### src/rtl/inst_loader.sv
// Boot-time program loader: packs a big-endian byte stream into 32-bit words and writes
// them into instruction memory. The stream starts with a 32-bit word count N.
module inst_loader #(
    parameter int INST_MEM_WIDTH = 2
) (
    input  logic                      CLK,
    input  logic                      reset,
    input  logic                      start,
    input  logic [7:0]                rx_data,
    input  logic                      rx_valid,
    output logic                      mem_we,
    output logic [INST_MEM_WIDTH-1:0] mem_addr,
    output logic [31:0]               mem_wdata,
    output logic                      busy,
    output logic                      done,
    output logic                      error
);

    localparam int              W        = INST_MEM_WIDTH;
    localparam logic [31:0]     CAPACITY = 32'd1 << W;
    localparam logic [W:0]      IDX_ONE  = {{W{1'b0}}, 1'b1};

    typedef enum logic [2:0] {
        S_IDLE,
        S_HEADER,
        S_BODY,
        S_DONE,
        S_ERROR
    } state_t;

    state_t        state_q, state_d;
    logic [1:0]    byte_cnt_q, byte_cnt_d;
    logic [W:0]    word_idx_q, word_idx_d;
    logic [23:0]   shift_q, shift_d;
    logic [W:0]    n_q, n_d;
    logic          last_q, last_d;
    logic          mem_we_q, mem_we_d;
    logic [W-1:0]  mem_addr_q, mem_addr_d;
    logic [31:0]   mem_wdata_q, mem_wdata_d;
    logic          busy_q, busy_d;
    logic          done_q, done_d;
    logic          error_q, error_d;
    logic [31:0]   assembled;

    always_comb begin
        state_d     = state_q;
        byte_cnt_d  = byte_cnt_q;
        word_idx_d  = word_idx_q;
        shift_d     = shift_q;
        n_d         = n_q;
        last_d      = last_q;
        mem_we_d    = 1'b0;
        mem_addr_d  = mem_addr_q;
        mem_wdata_d = mem_wdata_q;
        assembled   = {shift_q, rx_data};

        case (state_q)
            S_IDLE, S_ERROR: begin
                if (start) begin
                    state_d    = S_HEADER;
                    byte_cnt_d = 2'd0;
                    word_idx_d = '0;
                    shift_d    = '0;
                    last_d     = 1'b0;
                end
            end
            S_HEADER: begin
                if (rx_valid) begin
                    shift_d    = assembled[23:0];
                    byte_cnt_d = byte_cnt_q + 2'd1;
                    if (byte_cnt_q == 2'd3) begin
                        n_d = assembled[W:0];
                        if (assembled == 32'd0) begin
                            state_d = S_DONE;
                        end else if (assembled > CAPACITY) begin
                            state_d = S_ERROR;
                        end else begin
                            state_d = S_BODY;
                        end
                    end
                end
            end
            S_BODY: begin
                // Stay in BODY through the final write cycle so busy covers it.
                if (last_q) begin
                    state_d = S_DONE;
                    last_d  = 1'b0;
                end else if (rx_valid) begin
                    shift_d    = assembled[23:0];
                    byte_cnt_d = byte_cnt_q + 2'd1;
                    if (byte_cnt_q == 2'd3) begin
                        mem_we_d    = 1'b1;
                        mem_addr_d  = word_idx_q[W-1:0];
                        mem_wdata_d = assembled;
                        word_idx_d  = word_idx_q + IDX_ONE;
                        last_d      = (word_idx_q == n_q - IDX_ONE);
                    end
                end
            end
            S_DONE: begin
                state_d = S_IDLE;
            end
            default: begin
                state_d = S_IDLE;
            end
        endcase

        busy_d  = (state_d == S_HEADER) || (state_d == S_BODY);
        done_d  = (state_d == S_DONE);
        error_d = (state_d == S_ERROR);
    end

    always_ff @(posedge CLK) begin
        if (reset) begin
            state_q     <= S_IDLE;
            byte_cnt_q  <= 2'd0;
            word_idx_q  <= '0;
            shift_q     <= '0;
            n_q         <= '0;
            last_q      <= 1'b0;
            mem_we_q    <= 1'b0;
            mem_addr_q  <= '0;
            mem_wdata_q <= '0;
            busy_q      <= 1'b0;
            done_q      <= 1'b0;
            error_q     <= 1'b0;
        end else begin
            state_q     <= state_d;
            byte_cnt_q  <= byte_cnt_d;
            word_idx_q  <= word_idx_d;
            shift_q     <= shift_d;
            n_q         <= n_d;
            last_q      <= last_d;
            mem_we_q    <= mem_we_d;
            mem_addr_q  <= mem_addr_d;
            mem_wdata_q <= mem_wdata_d;
            busy_q      <= busy_d;
            done_q      <= done_d;
            error_q     <= error_d;
        end
    end

    assign mem_we    = mem_we_q;
    assign mem_addr  = mem_addr_q;
    assign mem_wdata = mem_wdata_q;
    assign busy      = busy_q;
    assign done      = done_q;
    assign error     = error_q;

endmodule
### config.mk
export PLATFORM = sky130hd
export DESIGN_NAME = inst_loader
export DESIGN_NICKNAME = d
export VERILOG_FILES = /design/src/rtl/inst_loader.sv
export SDC_FILE = /design/constraint.sdc
export NUM_CORES = 1
export LEC_CHECK = 0
export ABC_AREA = 1
export BUFFER_PORTS_ARGS = -buffer_cell sky130_fd_sc_hd__buf_2
export CAP_MARGIN = 20
export CORE_ASPECT_RATIO = 0.7
export CORE_MARGIN = 1
export CORE_UTILIZATION = 25
export DETAILED_ROUTE_END_ITERATION = 16
export MAX_ROUTING_LAYER = met4
export SYNTH_ARGS = -nofsm -noshare
export SYNTH_HDL_FRONTEND = slang
export SYNTH_SLANG_ARGS = --single-unit
export TNS_END_PERCENT = 50
### constraint.sdc
create_clock -name CLK -period 1.5 [get_ports CLK]
set_clock_uncertainty 0.1 [all_clocks]
set_input_delay 0.225 -clock CLK [delete_from_list [all_inputs] [get_ports CLK]]
set_output_delay 0.225 -clock CLK [all_outputs]
set_load 0.02 [all_outputs]
Word-level counts from Yosys, hierarchy flattened
Cells that the tools add are included.
{"block": "word_totals", "regBits": 74, "in_bits": 12, "out_inout_bits": 38, "elab_cells": 70}
{"block": "op_classes", "addsub": 3, "n_lt_le_gt_ge": 1, "n_eq_ne": 13, "mux": 26, "n_bitwise": 3, "n_reduce_logical": 12}
{"cell": "$mux W24", "count": 3}
{"cell": "$pmux W24 S3", "count": 1}
{"cell": "$gt A32 B3 Y1 const B", "count": 1}
{"cell": "$logic_not A32 Y1", "count": 1}
{"cell": "$mux W3", "count": 10}
{"cell": "$eq A3 B2 Y1 const B", "count": 3}
{"cell": "$pmux W3 S3", "count": 1}
{"cell": "$ne A2 B2 Y1 const B", "count": 4}
{"cell": "$eq A3 B1 Y1 const B", "count": 2}
{"cell": "$eq A3 B3 Y1 const B", "count": 2}
{"cell": "$mux W2", "count": 3}
{"cell": "$pmux W2 S3", "count": 1}
{"cell": "$pmux W3 S2", "count": 1}
{"cell": "$reduce_and A3 Y1", "count": 2}
{"cell": "$mux W1", "count": 5}
{"cell": "$reduce_and A5 Y1", "count": 1}
{"cell": "$reduce_and A4 Y1", "count": 1}
{"cell": "$reduce_or A4 Y1", "count": 1}
{"cell": "$add A3 B1 Y3 const B", "count": 1}
{"cell": "$eq A3 B3 Y1", "count": 1}
{"cell": "$logic_not A3 Y1", "count": 1}
{"cell": "$not A1 Y1", "count": 3}
{"cell": "$reduce_bool A3 Y1", "count": 1}
{"cell": "$sub A3 B1 Y3 const B", "count": 1}
{"cell": "other kinds (7)", "count": 7}

Logic depth before layout (Yosys ltp)
Gate-level depths: netlist of the first run.
{"block": "logic_depth", "ltp_word": 8, "depth_mapped": 10, "depth_no_buf": 10}

Worst setup path after synthesis of the first run
No wires, ideal clock.
{"block": "synth_path", "path_kind": "register to register", "start": "register state_q[0]", "end": "register shift_q[17]", "setup_time_ns": 0.128, "t_arrival_ns": 1.231, "required_ns": 1.272, "path_slack_ns": 0.041, "stages_incl_launch_ff": 10, "n_path_buf": 1, "period_less_slack_ns": 1.459, "path_cell_list": "dfxtp_1 -> inv_2 -> nand3_2 -> nor2_1 -> nor2_4 -> o21ai_2 -> nor2_8 -> buf_6 -> a22oi_1 -> nor2_1"}
{"block": "synth_via", "elab_chain_cells": 4, "elab_cells_between_ends": 10, "classes_between": "eq/ne (5); mux (1); reduce/logical (4)"}
{"item": "start, declared", "line": "31", "text": "state_t state_q, state_d;"}
{"item": "start signal, assigned", "line": "128", "text": "state_q <= state_d;"}
{"item": "$eq A3 B3 Y1 / $logic_not A3 Y1 (equally long branches)", "line": "57", "text": "case (state_q)"}
{"item": "$reduce_or A2 Y1", "line": "57"}
{"item": "$ne A2 B2 Y1 (no line) / $reduce_bool A3 Y1 (equally long branches)"}
{"item": "$reduce_and A3 Y1 (no line)"}
{"item": "end signal, assigned", "line": "131", "text": "shift_q <= shift_d;"}
{"item": "end, declared", "line": "34", "text": "logic [23:0] shift_q, shift_d;"}
Parallel ways exist; a longest one is shown, timed or not.
A chain may end at the register's enable or synchronous reset.

Worst setup path after layout of the first run
{"block": "layout_path", "start": "register state_q[1]", "end": "register shift_q[4]"}
The elaborated chain is that of the path after synthesis.

==> summary.md, run 1 <==
| Metric | Value |
|---|---|
| Status | `finished with violations` |
| Failing checks | `negative setup slack` |
| Pleak | `1.803 nW` |
| Final Cycle Share | `109.2%` |
| Post-synthesis cell type count | `23` |
| DR vias | `2799` |
| CTS buffer count | `9` |
| Drt first pass iters | `4` |
| Slack of the critical path | `-0.1378 ns` |
| Clock tree buffer depth | `2` |
| Synth Cell Area | `2859 µm²` |
| DR iter-0 viols | `161` |
| MaxCap Viol Count | `0` |
| Synth Register Bits | `74` |
| CTS root buffer | `clkbuf_16` |
| Crit end category | `register` |
| Core Region | `11090 µm²` |
| Pwr dens | `1038 nW/µm²` |
| Post-Place Worst Slack | `-0.06771 ns` |
| Die width | `129.8 µm` |
| Slew HR | `81.14%` |
| CTS H-tree lvls | `3` |
| Initial antenna violation count | `0` |
| Worst-path clk slew | `0.06 ns` |
| Layout net count | `474` |
| Final Hold Viols | `0` |
| DR WL/cell | `13.58 µm` |
| Crit path time final | `1.638 ns` |
| Syn Nets | `376` |
| Final cell count without fillers | `615` |
| Avg Synthesized Cell Area | `7.920 µm²` |
| Slew @ Worst Pin | `0.2829 ns` |
| Post-placement cell count | `595` |
| Startpoint types | `register` |
| Vias/cell | `4.551` |
| Area Overhead vs Synth | `46.83%` |
| Port Buffer Count | `49` |
| Antenna Nets Post-Route | `0` |
| I/O pin cnt | `50` |
| Total GRT Usage | `15.58%` |
| Routed Wire Length | `8.354 mm` |
| GPL Wtd Cong | `0.8610` |
| Yosys Warn Count | `0` |
| Max frequency | `610.6 MHz` |
| Vias in the first global route | `2666` |
| N_diodes | `0` |
| Fraction of layout cells with a size suffix above 1 | `38.10%` |
| Unrepaired setup endpoints after global routing | `true` |
| Mapped Cells | `361` |
| First-pass GRT wire length | `13.48 mm` |
| Initial Utilization | `25.78%` |
| Max Slew Vio Count | `0` |
| Reg area | `1493 µm²` |
| FP Rows | `32` |
| Multi-input gate area | `1393 µm²` |
| Final setup viols | `27` |
| Worst VDD drop | `0.0005883 V` |
| Largest net degree at the start of global routing | `28` |
| Post-DP HPWL | `5.715 mm` |
| Part of the Yosys area used for sequential elements | `51.82%` |
| Crit-path max FO | `7` |
| Skew-Pair Late Insertion Delay | `0.34 ns` |
| Crit path DAT | `1.76 ns` |
| Reg2reg setup slack | `-0.14 ns` |
| HP Class | `in2reg` |
| Filler cells | `1141` |
| WP data required | `1.62 ns` |
| Gr ovfl total | `0` |
| Post-route DRC | `0` |
| CTS Sinks | `74` |
| DIE AREA | `11870 µm²` |
| Worst Setup Path Type | `reg2reg` |
| CTS tree | `built` |
| Height of the die | `91.47 µm` |
[critical path, stage by stage (launching register included)]
cell and delay (ns):
dfxtp_2 0.34, inv_2 0.07, buf_6 0.10, nand3_4 0.11, nand2_4 0.12, o221ai_4 0.15
buf_12 0.17, buf_16 0.13, a22oi_1 0.17, nor2_1 0.06
[power by group]
part	switching [mW]	leakage [nW]	internal (mW)	total [mW]
clock	0.783	0.134	1.19	1.97
combinational	0.214	1.07	0.179	0.393
sequential	0.00851	0.601	1.98	1.99
total	1.01	1.80	3.35	4.36
[synthesized netlist by cell type]
| cell | n | share of area, % |
|---|---|---|
| o21ai_0 | 40 | 7.0 |
| o21ai_2 | 1 | 0.31 |
| nor3_1 | 2 | 0.35 |
| inv_1 | 16 | 2.1 |
| buf_2 | 5 | 0.88 |
| xnor2_1 | 3 | 0.92 |
| a22oi_1 | 26 | 6.8 |
| nor2_2 | 1 | 0.22 |
| nand2_1 | 24 | 3.2 |
| inv_2 | 3 | 0.39 |
| nand3_2 | 2 | 0.70 |
| nand4_1 | 3 | 0.66 |
| ha_1 | 3 | 1.3 |
| buf_6 | 2 | 0.79 |
| o221ai_2 | 1 | 0.53 |
| a21oi_1 | 12 | 2.1 |
| nand3_1 | 5 | 0.88 |
| nor2_4 | 1 | 0.39 |
| nor2_8 | 1 | 0.70 |
| nor2_1 | 125 | 16 |
| dfxtp_1 | 74 | 52 |
| clkbuf_1 | 10 | 1.3 |
| a211oi_1 | 1 | 0.26 |
[logic make-up after synthesis]
kind of cell               after synthesis  synth area share, %
and+or+nand+nor                        164                23.46
AOI/OAI and AO/OA                       81                17.02
DFF                                     74                51.82
adders and majority gates                3                1.313
buffers and inverters                   36                5.470
xor gates and xnor gates                 3               0.9192
[per-layer routing]
metal  up-vias  share of wire (%)  GRT usage, %
met2        89                 43         22.77
met4         0                1.1         4.457
met3         8                6.2         4.714
li1       1385                  -             -
met1      1317                 50         20.58
met5         -                  0             -
[final timing paths]
check                                 from                         to  cells after the start
setup reg to reg     state_q[1]$_SDFF_PP0_    shift_q[4]$_SDFFE_PP0P_                      9
hold reg to reg   mem_addr[1]$_SDFFE_PP0P_   mem_addr[1]$_SDFFE_PP0P_                      2
setup / recovery     state_q[1]$_SDFF_PP0_    shift_q[4]$_SDFFE_PP0P_                      9
hold / removal                  rx_data[3]  mem_wdata[3]$_SDFFE_PP0P_                      3
[registers in the layout (all words and copies together) (netlist names)]
signal / flops
busy: 1
byte_cnt_q: 2
done: 1
error: 1
last_q: 1
mem_addr: 2
mem_wdata: 32
mem_we: 1
n_q: 3
shift_q: 24
state_q: 3
word_idx_q: 3
[final cells by class]
cell class	instances	share of cell area [%]
tap	153	4.560
multi-input combinational	251	33.17
sequential	74	35.56
inverter	19	1.699
clock inverter	2	0.3279
timing repair buffer	104	18.57
clock buffer	12	6.110
[metrics by stage]
stage	hold WS, ns	power, mW	setup TNS, ns	util (%)	cell area [µm²]
final	0.09738	4.355	-1.717	37.85	4198
after global routing	0.1077	4.508	-3.694	37.85	4198
after CTS	0.08006	4.386	-0.7614	36.63	4063
after detailed placement	0.3605	2.322	-0.8058	32.72	3628
after global placement	0.3471	2.317	-0.6352	32.72	3628
after floorplan	0.2723	2.181	0	-	2859
[placed cells by master, fill, tap and decap left out, types with 3 or more instances in the layout]
cell type	Yosys	routed
o21ai_0	40	33
dfxtp_1	74	65
o21ai_1	0	7
nor2_2	1	16
nor2_1	125	110
xnor2_1	3	3
buf_6	2	5
a21oi_1	12	10
inv_2	3	9
a22oi_2	0	10
clkbuf_16	0	9
buf_12	0	5
a22oi_1	26	16
nand3_1	5	4
nand2_1	24	20
nand4_1	3	3
inv_1	16	10
dfxtp_2	0	9
buf_2	5	49
buf_4	0	43
[timing repair]
action	in CTS	in global routing
setup buffers	1	3
endpoints found under the setup margin	33	65
hold endpoints to repair	0	0
resized for setup	27	42
hold buffers	0	0
cloned	2	0
pin swaps	1	21
Power figures use the tool's default switching activity.
==> run 2: changes to the inputs <==
- CORE_MARGIN: 1 -> unset
- CORE_UTILIZATION: 25 -> 45
- CTS_BUF_LIST: unset -> sky130_fd_sc_hd__clkbuf_8
- PLACE_DENSITY: unset -> 0.69
==> run 2 against run 1 <==
Compared with the run above:
- the flow still finishes with violations (negative setup slack)
- via count shrank 4.5%
- first-iteration DRC count shrank 11%
- die area shrank 44%
- total power shrank 14%
- critical path type unchanged
- critical endpoint is now last_q$_SDFFE_PP0P_
- largest cell class unchanged
==> summary.md, run 2 (synthesized netlist as in run 1, its figures left out) <==
| Metric | Value |
|---|---|
| Slew HR | `74.68%` |
| GPL Wtd Cong | `0.9002` |
| Crit end category | `register` |
| DR WL/cell | `13.50 µm` |
| Final Cycle Share | `103.3%` |
| Final Hold Viols | `0` |
| Worst-path clk slew | `0.07 ns` |
| Slowest Stage Delay on Critical Path | `0.36 ns` |
| Port Buffer Count | `49` |
| DR iter-0 viols | `143` |
| HP Class | `in2reg` |
| Clock tree buffer depth | `2` |
| Finished Cell Area | `3909 µm²` |
| Fraction of layout cells with a size suffix above 1 | `33.26%` |
| FP Rows | `23` |
| Gr ovfl total | `0` |
| Status | `finished with violations` |
| Leading cell types in the layout, fill and taps excluded | `nor2_1, dfxtp_1, buf_2, buf_4, o21ai_0` |
| Core Region | `5928 µm²` |
| Crit path DAT | `1.71 ns` |
| Final setup viols | `24` |
| Slack of the critical path | `-0.05020 ns` |
| Area Overhead vs Synth | `36.72%` |
| Multi-input gate area | `1348 µm²` |
| Filler cells | `533` |
| Post-Place Worst Slack | `-0.04690 ns` |
| Initial antenna violation count | `0` |
| WP data required | `1.66 ns` |
| Worst VDD drop | `0.0005834 V` |
| I/O pin cnt | `50` |
| CTS H-tree lvls | `3` |
| Initial Utilization | `48.23%` |
| Max reg flops | `32` |
| Skew-Pair Late Insertion Delay | `0.35 ns` |
| Routed Wire Length | `7.221 mm` |
| Antenna Nets Post-Route | `0` |
| Layout net count | `470` |
| Slew @ Worst Pin | `0.3798 ns` |
| Pwr dens | `955.9 nW/µm²` |
| Pleak | `1.717 nW` |
| Die width | `97.27 µm` |
| Largest net degree at the start of global routing | `38` |
| MaxCap Viol Count | `0` |
| Max Slew Vio Count | `0` |
| Total GRT Usage | `22.15%` |
| Vias in the first global route | `2259` |
| Max frequency | `645.1 MHz` |
| Most common cell after layout, fill and taps aside | `nor2_1` |
| Crit path top cell by count | `nor3_1` |
| Height of the die | `68.69 µm` |
| First-pass GRT wire length | `10.88 mm` |
| DIE AREA | `6681 µm²` |
| Vias/cell | `4.998` |
| Crit path cell chain | `inv_1 -> ha_1 -> xnor2_1 -> nor3_1 -> a22oi_1 -> nor3_1` |
| DP Area | `3528 µm²` |
| Unrepaired setup endpoints after global routing | `true` |
| Drt first pass iters | `4` |
| Post-DP HPWL | `5.031 mm` |
| CTS Sinks | `74` |
| CTS tree | `built` |
| CTS root buffer | `clkbuf_8` |
| Crit path time final | `1.550 ns` |
| Failing checks | `negative setup slack` |
| Reg area | `1493 µm²` |
| CTS buffer count | `9` |
| N_diodes | `0` |
| Hold Buf Count CTS | `0` |
| Worst Setup Path Type | `reg2reg` |
| Crit-path max FO | `3` |
| Crit-path slowest cell | `dfxtp_1` |
| Startpoint types | `register` |
| DR vias | `2674` |
| Post-route DRC | `0` |
[run 2: changes by cell type in the layout (fill, tap and decap cells not counted), moves of 4 or more]
cell | previous run | this run
nor2_2 | 16 | 5
nor2_1 | 110 | 120
clkbuf_8 | 2 | 11
clkbuf_16 | 9 | 1
dfxtp_2 | 9 | 3
dfxtp_1 | 65 | 69
inv_1 | 10 | 14
inv_2 | 9 | 5
[run 2: per-stage QoR]
| step | hold slack, ns | power, mW | instances | utilization, % | setup TNS, ns |
|---|---|---|---|---|---|
| floorplan | 0.2723 | 2.181 | 361 | - | 0 |
| finish | 0.04688 | 3.736 | 535 | 65.94 | -0.5091 |
| global route | 0.05593 | 3.889 | 535 | 65.94 | -4.472 |
| detailed placement | 0.3641 | 2.308 | 515 | 59.52 | -0.8659 |
| CTS | 0.03580 | 3.702 | 531 | 62.75 | -0.07140 |
| global placement | 0.3533 | 2.307 | 515 | 59.52 | -0.7167 |
[run 2: timing repair]
item,4_1_cts,5_1_grt
gates cloned,0,2
buffers inserted,0,2
pin swaps,1,2
setup endpoints to repair,29,69
resized for setup,5,41
[run 2: path summary, 6_finish.rpt]
kind,start,to,slack [ns],cells after the start
worst max register to register,n_q[0]$_SDFFE_PP0P_,last_q$_SDFFE_PP0P_,-0.05,6
worst min register to register,n_q[1]$_SDFFE_PP0P_,n_q[1]$_SDFFE_PP0P_,0.37,2
worst min-delay path,reset,mem_addr[0]$_SDFFE_PP0P_,0.05,4
worst max-delay path,n_q[0]$_SDFFE_PP0P_,last_q$_SDFFE_PP0P_,-0.05,6
[run 2: routing by layer]
| metal | global-route usage (%) | vias up | part of all wire [%] |
|---|---|---|---|
| met5 | - | - | 0 |
| li1 | - | 1379 | - |
| met3 | 5.444 | 9 | 5.1 |
| met4 | 8.824 | 0 | 1.4 |
| met1 | 29.81 | 1223 | 51 |
| met2 | 32.31 | 63 | 42 |
[run 2: cell type report]
type / count / area share [%]
clock inverter: 5 / 0.7682
inverter: 19 / 1.889
multi-input combinational: 251 / 34.47
sequential: 74 / 38.19
tap: 75 / 2.401
timing repair buffer: 100 / 18.41
clock buffer: 11 / 3.873
[run 2: report_power, final]
group	internal [mW]	switching, mW
sequential	1.97	0.00881
combinational	0.152	0.197
clock	0.682	0.722
[run 2: worst max-delay path, delay by kind of cell, from the launching register on]
| kind | cells | cell delay [ns] |
|---|---|---|
| flops | 1 | 0.36 |
| simple gates | 2 | 0.36 |
| fa+ha+maj | 1 | 0.33 |
| xor+xnor | 1 | 0.15 |
| compound gates | 1 | 0.10 |
| buf+inv | 1 | 0.07 |
==> run 3: changes to the inputs <==
- PLACE_DENSITY: 0.69 -> 0.66
- clock period: 1.5 -> 1.9 ns (I/O delays scaled with it)
==> run 3 against run 2 <==
Compared with the run above:
- the run now ends clean
- core utilization down 8.1 points
- flip-flop and latch count did not move
- cell count fell by 8.4%
- first-iteration DRC count is 0.70% lower
- sequential power down 21%
- wire length shrank 7.4%
- global-route usage decreased by 0.21 points
- fmax decreased by 5.9%
- worst hold slack improved by 0.097 ns
- via count is 5.8% lower
- sequential share of layout area increased by 5.0 points
- critical endpoint is now shift_q[21]$_SDFFE_PP0P_
- highest routed layer unchanged
==> summary.md, run 3 (synthesized netlist as in run 1, its figures left out) <==
| Metric | Value |
|---|---|
| Vias/cell | `5.143` |
| CTS H-tree lvls | `3` |
| DR WL/cell | `13.64 µm` |
| Crit end category | `register` |
| Psw | `689.9 µW` |
| Post-DP HPWL | `4.734 mm` |
| Crit-path max FO | `26` |
| Hold Buf Count CTS | `0` |
| Area Overhead vs Synth | `20.00%` |
| Clock tree buffer depth | `2` |
| Finished Cell Area | `3431 µm²` |
| Die width | `97.27 µm` |
| Pint | `2.517 mW` |
| Post-route DRC | `0` |
| Antenna Nets Post-Route | `0` |
| DR iter-0 viols | `142` |
| Startpoint types | `register` |
| Slew HR | `77.33%` |
| Comb pwr share | `5.4%` |
| HP Class | `in2reg` |
| Skew-Pair Late Insertion Delay | `0.35 ns` |
| I/O pin cnt | `50` |
| Post-Place Worst Slack | `0.2592 ns` |
| Gr ovfl total | `0` |
| MaxCap Viol Count | `0` |
| Setup total negative slack | `0 ns` |
| CTS root buffer | `clkbuf_8` |
| WP data required | `2.08 ns` |
| Pwr dens | `934.6 nW/µm²` |
| Unrepaired setup endpoints after global routing | `false` |
| CTS buffer count | `9` |
| Max reg flops | `32` |
| CTS Sinks | `74` |
| Most common cell after layout, fill and taps aside | `nor2_1` |
| Clock network power share | `45.5%` |
| FP Rows | `23` |
| Drt first pass iters | `4` |
| Status | `finished, final reports clean` |
| WHS | `0.1435 ns` |
| GPL Wtd Cong | `0.8976` |
| Crit path time final | `1.648 ns` |
| Core Region | `5928 µm²` |
| Height of the die | `68.69 µm` |
| Final Hold Viols | `0` |
| Layout net count | `426` |
| CTS tree | `built` |
| Routed Wire Length | `6.685 mm` |
| Worst VDD drop | `0.0005656 V` |
| Worst-path clk slew | `0.07 ns` |
| Max frequency | `606.9 MHz` |
| Crit path DAT | `1.83 ns` |
| DIE AREA | `6681 µm²` |
| Max Slew Vio Count | `0` |
| Initial Utilization | `48.23%` |
| N_diodes | `0` |
| Total GRT Usage | `21.95%` |
| Worst Setup Path Type | `reg2reg` |
| Slew @ Worst Pin | `0.3401 ns` |
| Pleak | `1.483 nW` |
| Leading cell types in the layout, fill and taps excluded | `nor2_1, dfxtp_1, buf_2, o21ai_0, a22oi_1` |
| Final setup viols | `0` |
| First-pass GRT wire length | `10.81 mm` |
| Final Cycle Share | `86.72%` |
| CTS-repair resized insts | `0` |
| DP Area | `3191 µm²` |
| Fraction of layout cells with a size suffix above 1 | `19.52%` |
| Largest net degree at the start of global routing | `32` |
| Initial antenna violation count | `0` |
| Port Buffer Count | `49` |
| Slack of the critical path | `0.2523 ns` |
| Vias in the first global route | `2111` |
| Sequential Power Share | `49.0%` |
| Setup bufs post-CTS | `0` |
| DR vias | `2520` |
| Sw Share | `21.52%` |
-- run 3: cell types whose count changed in the layout (fill, tap and decap cells not counted), moves of 5 or more --
cell,before,now
o21ai_0,33,40
a22oi_2,12,0
a22oi_1,14,26
buf_4,42,5
nor2_1,120,125
dfxtp_1,69,74
o21ai_1,7,0
-- run 3: cell type report --
cell class / count / area (µm²)
fillers: 568 / 2497
flip-flops and latches: 74 / 1481
multi-input cells: 251 / 1221
repair buffers: 56 / 322.8
clock buffers: 10 / 137.6
clock inverters: 5 / 102.6
well taps: 75 / 93.84
inverters: 19 / 71.32
-- run 3: power by group through the flow --
stage                     Clock, mW  Combinational (mW)  Sequential (mW)
after floorplan                   0               0.117             1.61
after detailed placement          0               0.173             1.61
after CTS                      1.49               0.174             1.57
after global routing           1.55               0.195             1.57
final                          1.46               0.174             1.57
after global placement            0               0.172             1.61
-- run 3: per-stage QoR --
| stage | util, % | power (mW) | std cells |
|---|---|---|---|
| 2_1_floorplan | - | 1.722 | 361 |
| 4_1_cts | 57.87 | 3.236 | 490 |
| 3_3_place_gp | 53.82 | 1.780 | 475 |
| 6_report | 57.87 | 3.206 | 490 |
| 5_1_grt | 57.87 | 3.318 | 490 |
| 3_5_place_dp | 53.82 | 1.781 | 475 |
-- run 3: worst paths after layout --
kind / start / to / slack [ns] / depth (start not counted)
setup / recovery: state_q[0]$_SDFF_PP0_ / shift_q[21]$_SDFFE_PP0P_ / 0.25 / 8
hold / removal: rx_data[6] / mem_wdata[6]$_SDFFE_PP0P_ / 0.14 / 3
setup reg to reg: state_q[0]$_SDFF_PP0_ / shift_q[21]$_SDFFE_PP0P_ / 0.25 / 8
hold reg to reg: mem_addr[1]$_SDFFE_PP0P_ / mem_addr[1]$_SDFFE_PP0P_ / 0.38 / 2
-- run 3: worst max-delay path: stages (launching register included) --
cell and delay [ns]:
dfxtp_1 0.39, inv_2 0.06, nand2_1 0.11, nor2_1 0.09
nor2_4 0.16, o21ai_2 0.11, nor2_8 0.29, a22oi_1 0.15
nor2_1 0.12
-- run 3: per-layer routing --
metal  global-route usage (%)  share of wire (%)  routed length [µm]
met3                    5.645                6.3                 422
met1                    30.96                 53                3538
met5                        -                  0                   0
met4                    8.272                1.4                  93
met2                    30.02                 39                2630
